<file path="src/rtl/signal_spectrum.sv">
// signal_spectrum: turns FFT bin pairs into per-band power values.
// Each pair of bins is squared and summed, adjacent bins in the lower half of
// the frame are accumulated into bands, and one saturated 16-bit power value
// is emitted per band. The redundant upper half of the frame is drained and
// dropped.
module signal_spectrum #(
  parameter int FRAME_BINS = 512,
  parameter int BAND_BINS  = 8,
  parameter int SHIFT      = 16
) (
  input  logic               clk,
  input  logic               rst,
  input  logic               init,
  input  logic signed [15:0] transform1_real,
  input  logic signed [15:0] transform1_imag,
  input  logic               transform1_valid,
  output logic               transform1_rdy,
  input  logic signed [15:0] transform2_real,
  input  logic signed [15:0] transform2_imag,
  input  logic               transform2_valid,
  output logic               transform2_rdy,
  output logic [15:0]        power_data,
  output logic               power_valid,
  input  logic               power_rdy,
  output logic               power_last
);

  localparam int PAIRS          = FRAME_BINS / 2;
  localparam int PAIRS_PER_BAND = BAND_BINS / 2;
  localparam int BANDS          = FRAME_BINS / (2 * BAND_BINS);
  localparam int PAIR_W         = $clog2(PAIRS);
  localparam int BAND_W         = (BANDS > 1) ? $clog2(BANDS) : 1;
  localparam int PSUM_W         = 33;
  localparam int ACC_W          = 37;

  typedef enum logic [2:0] {
    COLLECT,
    SQUARE,
    ACC,
    EMIT,
    DISCARD
  } state_t;

  state_t              state_q, state_d;
  logic                held1_q, held1_d;
  logic                held2_q, held2_d;
  logic signed [15:0]  re1_q, re1_d;
  logic signed [15:0]  im1_q, im1_d;
  logic signed [15:0]  re2_q, re2_d;
  logic signed [15:0]  im2_q, im2_d;
  logic [PSUM_W-1:0]   psum_q, psum_d;
  logic [ACC_W-1:0]    acc_q, acc_d;
  logic [PAIR_W-1:0]   pairCnt_q, pairCnt_d;
  logic [BAND_W-1:0]   bandCnt_q, bandCnt_d;
  logic [15:0]         powerData_q, powerData_d;
  logic                powerLast_q, powerLast_d;

  logic                acceptPhase;
  logic                take1;
  logic                take2;
  logic signed [31:0]  sqRe1, sqIm1, sqRe2, sqIm2;
  logic [PSUM_W-1:0]   psumNext;
  logic [ACC_W-1:0]    accSum;
  logic [ACC_W-1:0]    accShift;
  logic [15:0]         satData;
  logic                bandEnd;

  // Each stream may be accepted only while its own hold slot is empty.
  assign acceptPhase    = (state_q == COLLECT) || (state_q == DISCARD);
  assign transform1_rdy = acceptPhase && !held1_q;
  assign transform2_rdy = acceptPhase && !held2_q;
  assign take1          = transform1_valid && transform1_rdy;
  assign take2          = transform2_valid && transform2_rdy;

  // Squares of signed 16-bit values are non-negative and fit in 31 bits,
  // so the four-term sum fits in 33 unsigned bits without wrap.
  assign sqRe1    = re1_q * re1_q;
  assign sqIm1    = im1_q * im1_q;
  assign sqRe2    = re2_q * re2_q;
  assign sqIm2    = im2_q * im2_q;
  assign psumNext = {1'b0, sqRe1} + {1'b0, sqIm1} + {1'b0, sqRe2} + {1'b0, sqIm2};

  assign accSum   = acc_q + {{(ACC_W-PSUM_W){1'b0}}, psum_q};
  assign accShift = accSum >> SHIFT;
  assign satData  = (accShift > ACC_W'(16'hFFFF)) ? 16'hFFFF : accShift[15:0];
  assign bandEnd  = (pairCnt_q % PAIR_W'(PAIRS_PER_BAND)) == PAIR_W'(PAIRS_PER_BAND - 1);

  assign power_valid = (state_q == EMIT);
  assign power_data  = powerData_q;
  assign power_last  = powerLast_q;

  // Next-state logic: capture, square, accumulate, emit, drain upper half.
  always_comb begin
    state_d     = state_q;
    held1_d     = held1_q;
    held2_d     = held2_q;
    re1_d       = re1_q;
    im1_d       = im1_q;
    re2_d       = re2_q;
    im2_d       = im2_q;
    psum_d      = psum_q;
    acc_d       = acc_q;
    pairCnt_d   = pairCnt_q;
    bandCnt_d   = bandCnt_q;
    powerData_d = powerData_q;
    powerLast_d = powerLast_q;

    if (take1) begin
      held1_d = 1'b1;
      re1_d   = transform1_real;
      im1_d   = transform1_imag;
    end
    if (take2) begin
      held2_d = 1'b1;
      re2_d   = transform2_real;
      im2_d   = transform2_imag;
    end

    case (state_q)
      COLLECT: begin
        if (held1_q && held2_q) begin
          state_d = SQUARE;
        end
      end
      SQUARE: begin
        psum_d  = psumNext;
        held1_d = 1'b0;
        held2_d = 1'b0;
        state_d = ACC;
      end
      ACC: begin
        acc_d     = accSum;
        pairCnt_d = pairCnt_q + PAIR_W'(1);
        if (bandEnd) begin
          powerData_d = satData;
          powerLast_d = (bandCnt_q == BAND_W'(BANDS - 1));
          state_d     = EMIT;
        end else begin
          state_d = COLLECT;
        end
      end
      EMIT: begin
        if (power_rdy) begin
          acc_d       = '0;
          bandCnt_d   = bandCnt_q + BAND_W'(1);
          powerData_d = '0;
          powerLast_d = 1'b0;
          state_d     = powerLast_q ? DISCARD : COLLECT;
        end
      end
      DISCARD: begin
        if (held1_q && held2_q) begin
          held1_d = 1'b0;
          held2_d = 1'b0;
          if (pairCnt_q == PAIR_W'(PAIRS - 1)) begin
            pairCnt_d = '0;
            bandCnt_d = '0;
            state_d   = COLLECT;
          end else begin
            pairCnt_d = pairCnt_q + PAIR_W'(1);
          end
        end
      end
      default: state_d = COLLECT;
    endcase

    // A frame restart abandons everything in flight, including a pending band.
    if (init) begin
      state_d     = COLLECT;
      held1_d     = 1'b0;
      held2_d     = 1'b0;
      psum_d      = '0;
      acc_d       = '0;
      pairCnt_d   = '0;
      bandCnt_d   = '0;
      powerData_d = '0;
      powerLast_d = 1'b0;
    end
  end

  // State registers with asynchronous reset.
  always_ff @(posedge clk or posedge rst) begin
    if (rst) begin
      state_q     <= COLLECT;
      held1_q     <= 1'b0;
      held2_q     <= 1'b0;
      re1_q       <= '0;
      im1_q       <= '0;
      re2_q       <= '0;
      im2_q       <= '0;
      psum_q      <= '0;
      acc_q       <= '0;
      pairCnt_q   <= '0;
      bandCnt_q   <= '0;
      powerData_q <= '0;
      powerLast_q <= 1'b0;
    end else begin
      state_q     <= state_d;
      held1_q     <= held1_d;
      held2_q     <= held2_d;
      re1_q       <= re1_d;
      im1_q       <= im1_d;
      re2_q       <= re2_d;
      im2_q       <= im2_d;
      psum_q      <= psum_d;
      acc_q       <= acc_d;
      pairCnt_q   <= pairCnt_d;
      bandCnt_q   <= bandCnt_d;
      powerData_q <= powerData_d;
      powerLast_q <= powerLast_d;
    end
  end

endmodule
</file>
<file path="config.mk">
export PLATFORM = sky130hd
export DESIGN_NAME = signal_spectrum
export DESIGN_NICKNAME = d
export VERILOG_FILES = /design/src/rtl/signal_spectrum.sv
export SDC_FILE = /design/constraint.sdc
export NUM_CORES = 2
export LEC_CHECK = 0
export CORE_UTILIZATION = 50
export CTS_BUF_LIST = sky130_fd_sc_hd__clkbuf_8
export DETAILED_ROUTE_END_ITERATION = 8
export PLACE_DENSITY_LB_ADDON = 0.15
export SYNTH_ARGS = -nofsm -noshare
export SYNTH_HDL_FRONTEND = slang
export SYNTH_SLANG_ARGS = --single-unit
export TNS_END_PERCENT = 50
</file>
<file path="constraint.sdc">
create_clock -name clk -period 13.9 [get_ports clk]
set_clock_uncertainty 0.2 [all_clocks]
set_input_delay 2.085 -clock clk [delete_from_list [all_inputs] [get_ports clk]]
set_output_delay 2.085 -clock clk [all_outputs]
set_load 0.02 [all_outputs]
</file>
==> summary.md <==
| Metric | Value |
|---|---|
| Outcome | `complete, no violations` |
| Synthesized Nets | `6581` |
| Post-DR wirelength/cell | `about 17 um` |
| Vias in the first global route | `approximately 35000` |
| Slew at the pin with the worst max-slew slack | `1022 ps` |
| Post-Synthesis Cell Area | `~47000 um^2` |
| H-tree level count | `4` |
| Kind of path behind the tightest hold check | `flip-flop to flip-flop` |
| Fraction of synthesis flops using an asynchronous set or reset pin | `100.0%` |
| Area taken by multi-input logic gates | `36750 um^2` |
| Global routing usage on met3 | `under 10%` |
| Ratio of final minimum period to clock period | `74.66%` |
| Top cell type by total area after synthesis | `sky130_fd_sc_hd__fa_1` |
| Critical path capture point type | `flip-flop` |
| Final count of negative-setup-slack endpoints | `0` |
| Clock tree from TritonCTS | `built` |
| Worst Setup SP | `im1_q[9]$_DFFE_PP0P_` |
| DR pass1 iterations | `5` |
| Clock buffer depth | `2` |
| Crit path DAT | `10650 ps` |
| Hold-fix buffers, CTS | `0` |
| Worst R2R Setup Slack | `roughly 3500 ps` |
| Worst relative slew slack | `roughly 30%` |
| Total Die Area | `about 95000 um^2` |
| Wirelength, routed | `109500 um` |
| Filler Cells Inserted | `8682` |
| GRT Util Overall | `24.81%` |
| Clock net sink count | `approximately 170` |
| Main synth FF type | `sky130_fd_sc_hd__dfrtp_1` |
| Floorplan die width | `308 um` |
| Cell at the slowest stage of the critical path | `sky130_fd_sc_hd__a2111oi_1` |
| Setup Buffers After CTS | `0` |
| Layout area overhead | `5.345%` |
| Per-cell via count in the routed design | `between 5 and 6` |
| Avg Inst Size Synth | `9.209 um^2` |
| Ranking of synthesized cells by instance count | `1408 x sky130_fd_sc_hd__inv_1, 1009 x sky130_fd_sc_hd__fa_1, 464 x sky130_fd_sc_hd__nand2_1` |
| Number of enable flip-flop cells after synthesis | `0` |
| Number of placed I/O pins | `90` |
| Total number of nets in the final design | `6561` |
| Initial standard-cell utilization of the core | `about half` |
| Clock Pin Slew Worst Setup and Hold Paths | `130 ps` |
| Leading cell types by total area after synthesis | `sky130_fd_sc_hd__fa_1 43%, sky130_fd_sc_hd__inv_1 11%, sky130_fd_sc_hd__ha_1 11%` |
| Max incr delay on CP | `roughly 770 ps` |
| Core box area | `92220 um^2` |
| Global routing met2 resource utilization | `43.04%` |
| Routability Congestion | `0.8850` |
| Post-route antenna net violation count | `0` |
| Initial antenna violation count | `1` |
| Busiest grt layer | `met2` |
| Synthesis Warnings | `0` |
| Most frequent cell on the critical path | `sky130_fd_sc_hd__fa_1` |
| Syn Inst Count | `5084` |
| Setup Crit Path Kind | `flip-flop to flip-flop` |
| Pin count of the biggest net entering global routing | `124` |
| Setup Total Neg Slack | `0 ps` |
| Root Driver | `sky130_fd_sc_hd__clkbuf_8` |
| Number of DRC markers after the initial detailed-route iteration | `between 1500 and 2000` |
| Number of clock buffers inserted by TritonCTS | `17` |
| Vias | `32488` |
| Final min period | `around 10000 ps` |
| Site Rows | `approximately 110` |
| Smallest hold slack | `approximately 300 ps` |
| Endpoint of the worst register-to-register path | `psum_q[31]$_DFFE_PP0P_` |
| Final worst setup slack | `around 3500 ps` |
| Share of layout cells above drive strength 1 | `2.521%` |
| Required arrival time at the worst endpoint | `14180 ps` |
| Unrepaired setup endpoints after global routing | `no` |
| Element type at the critical path start | `flip-flop` |
| Proportion of synthesized chip area in sequential cells | `under 10%` |
| Maximum fanout along the worst path | `19` |
| Final max-slew violation count | `0` |
| Total grt overflow | `0` |
| Hold Violations, Final | `0` |
| Length in cells of the worst reg-to-reg path | `36` |
| Residual DRC | `0` |
| Count of maximum capacitance violations | `0` |
| Count of state elements after synthesis | `169` |
| Startpoint of the worst register-to-register path | `im1_q[9]$_DFFE_PP0P_` |
| Achievable frequency | `between 90 and 100 MHz` |
| Layout Utilization | `53.48%` |
| Distinct cell type count after synthesis | `slightly above 70` |
| Met1 demand-to-capacity share in global routing | `33.79%` |
| Post-Place Setup Slack | `approximately 3600 ps` |
| Post-CTS resize count | `0` |
| Capturing element of the worst setup path | `psum_q[31]$_DFFE_PP0P_` |
| Detailed-placement wirelength estimate | `93230 um` |
| Cell with the most instances after synthesis | `sky130_fd_sc_hd__inv_1` |
| Number of buffer cells added on primary ports | `89` |
| Wire length of the first global-routing pass | `182600 um` |
| Share of the synthesized area in the top cell type | `43.14%` |
| Overall die height | `308 um` |
| Skew-Pair Late Insertion Delay | `610 ps` |
| Register Area | `~4200 um^2` |
[critical path: cells and delay by family (launching register included)]
kind | cells | cell delay (ps)
buffers and inverters | 6 | 310
and+or+nand+nor | 5 | 1010
adders and majority gates | 10 | 4460
xor gates and xnor gates | 2 | 350
AOI/OAI and AO/OA | 13 | 3250
DFF | 1 | 660
[sequential cells by signal, indices dropped and copies added, names as in the netlist, 3 cells and up]
| register | count |
|---|---|
| re1_q | 16 |
| state_q | 3 |
| power_data | 16 |
| re2_q | 16 |
| im2_q | 16 |
| psum_q | 33 |
| im1_q | 16 |
| acc_q | 37 |
| bandCnt_q | 5 |
| pairCnt_q | 8 |
[final cells by class]
| cell class | instances | share of cell area [%] |
|---|---|---|
| clock buffers | 17 | 0.4744 |
| repair buffers | 110 | 2.126 |
| clock inverters | 15 | 0.4237 |
| inverters | 1409 | 10.74 |
| diodes | 1 | 0.005074 |
| flip-flops and latches | 169 | 8.575 |
| well taps | 1243 | 3.153 |
| multi-input cells | 3357 | 74.50 |
[through the flow]
stage	area [um^2]	std cells
2_1_floorplan	46820	5084
3_3_place_gp	48880	6288
3_5_place_dp	48880	6288
4_1_cts	49320	6320
5_1_grt	49320	6321
6_report	49320	6321
[placed cells by master (no fill, tap or decap), drive strengths merged, types with 20 or more instances in the layout]
| cell type | instances |
|---|---|
| inv | 1417 |
| fa | 1009 |
| nand2 | 464 |
| ha | 418 |
| nor2 | 181 |
| and2 | 181 |
| o21ai | 174 |
| dfrtp | 169 |
| xnor2 | 154 |
| a21oi | 145 |
| clkdlybuf4s50 | 89 |
| a21o | 84 |
| xor2 | 77 |
| nand3 | 42 |
| nor3 | 38 |
| nand2b | 38 |
| mux2 | 35 |
| nor2b | 30 |
| and3 | 28 |
| o21bai | 26 |
| a22o | 23 |
| buf | 21 |
| a211oi | 20 |
| a31oi | 20 |
[worst min path at each step]
| stage | from | slack (ps) | endpoint | depth (start not counted) |
|---|---|---|---|---|
| final | power_data[12]$_DFFE_PP0P_ | 300 | power_data[12]$_DFFE_PP0P_ | 2 |
| after CTS | bandCnt_q[3]$_DFFE_PP0P_ | 300 | bandCnt_q[3]$_DFFE_PP0P_ | 1 |
| after detailed placement | acc_q[8]$_DFFE_PP0P_ | 280 | acc_q[8]$_DFFE_PP0P_ | 2 |
| after floorplan | bandCnt_q[3]$_DFFE_PP0P_ | 250 | bandCnt_q[3]$_DFFE_PP0P_ | 1 |
| after global routing | acc_q[32]$_DFFE_PP0P_ | 320 | acc_q[32]$_DFFE_PP0P_ | 2 |
| after global placement | power_data[3]$_DFFE_PP0P_ | 270 | power_data[3]$_DFFE_PP0P_ | 2 |
[layer usage]
metal	share of wire (%)	vias to the layer above
met4	2.0	0
met1	44	16582
li1	-	15223
met3	3.6	115
met5	0	-
met2	51	568
[logic make-up after synthesis]
kind of cell               synth area share [%]
buffers and inverters                     12.50
adders and majority gates                 54.31
and+or+nand+nor                           10.60
AOI/OAI and AO/OA                         8.277
xor gates and xnor gates                  4.321
DFF                                       9.033
muxes                                    0.9541
Power is not shown: default switching activity piles up to over one toggle a cycle in this logic, so the estimate is an artifact.
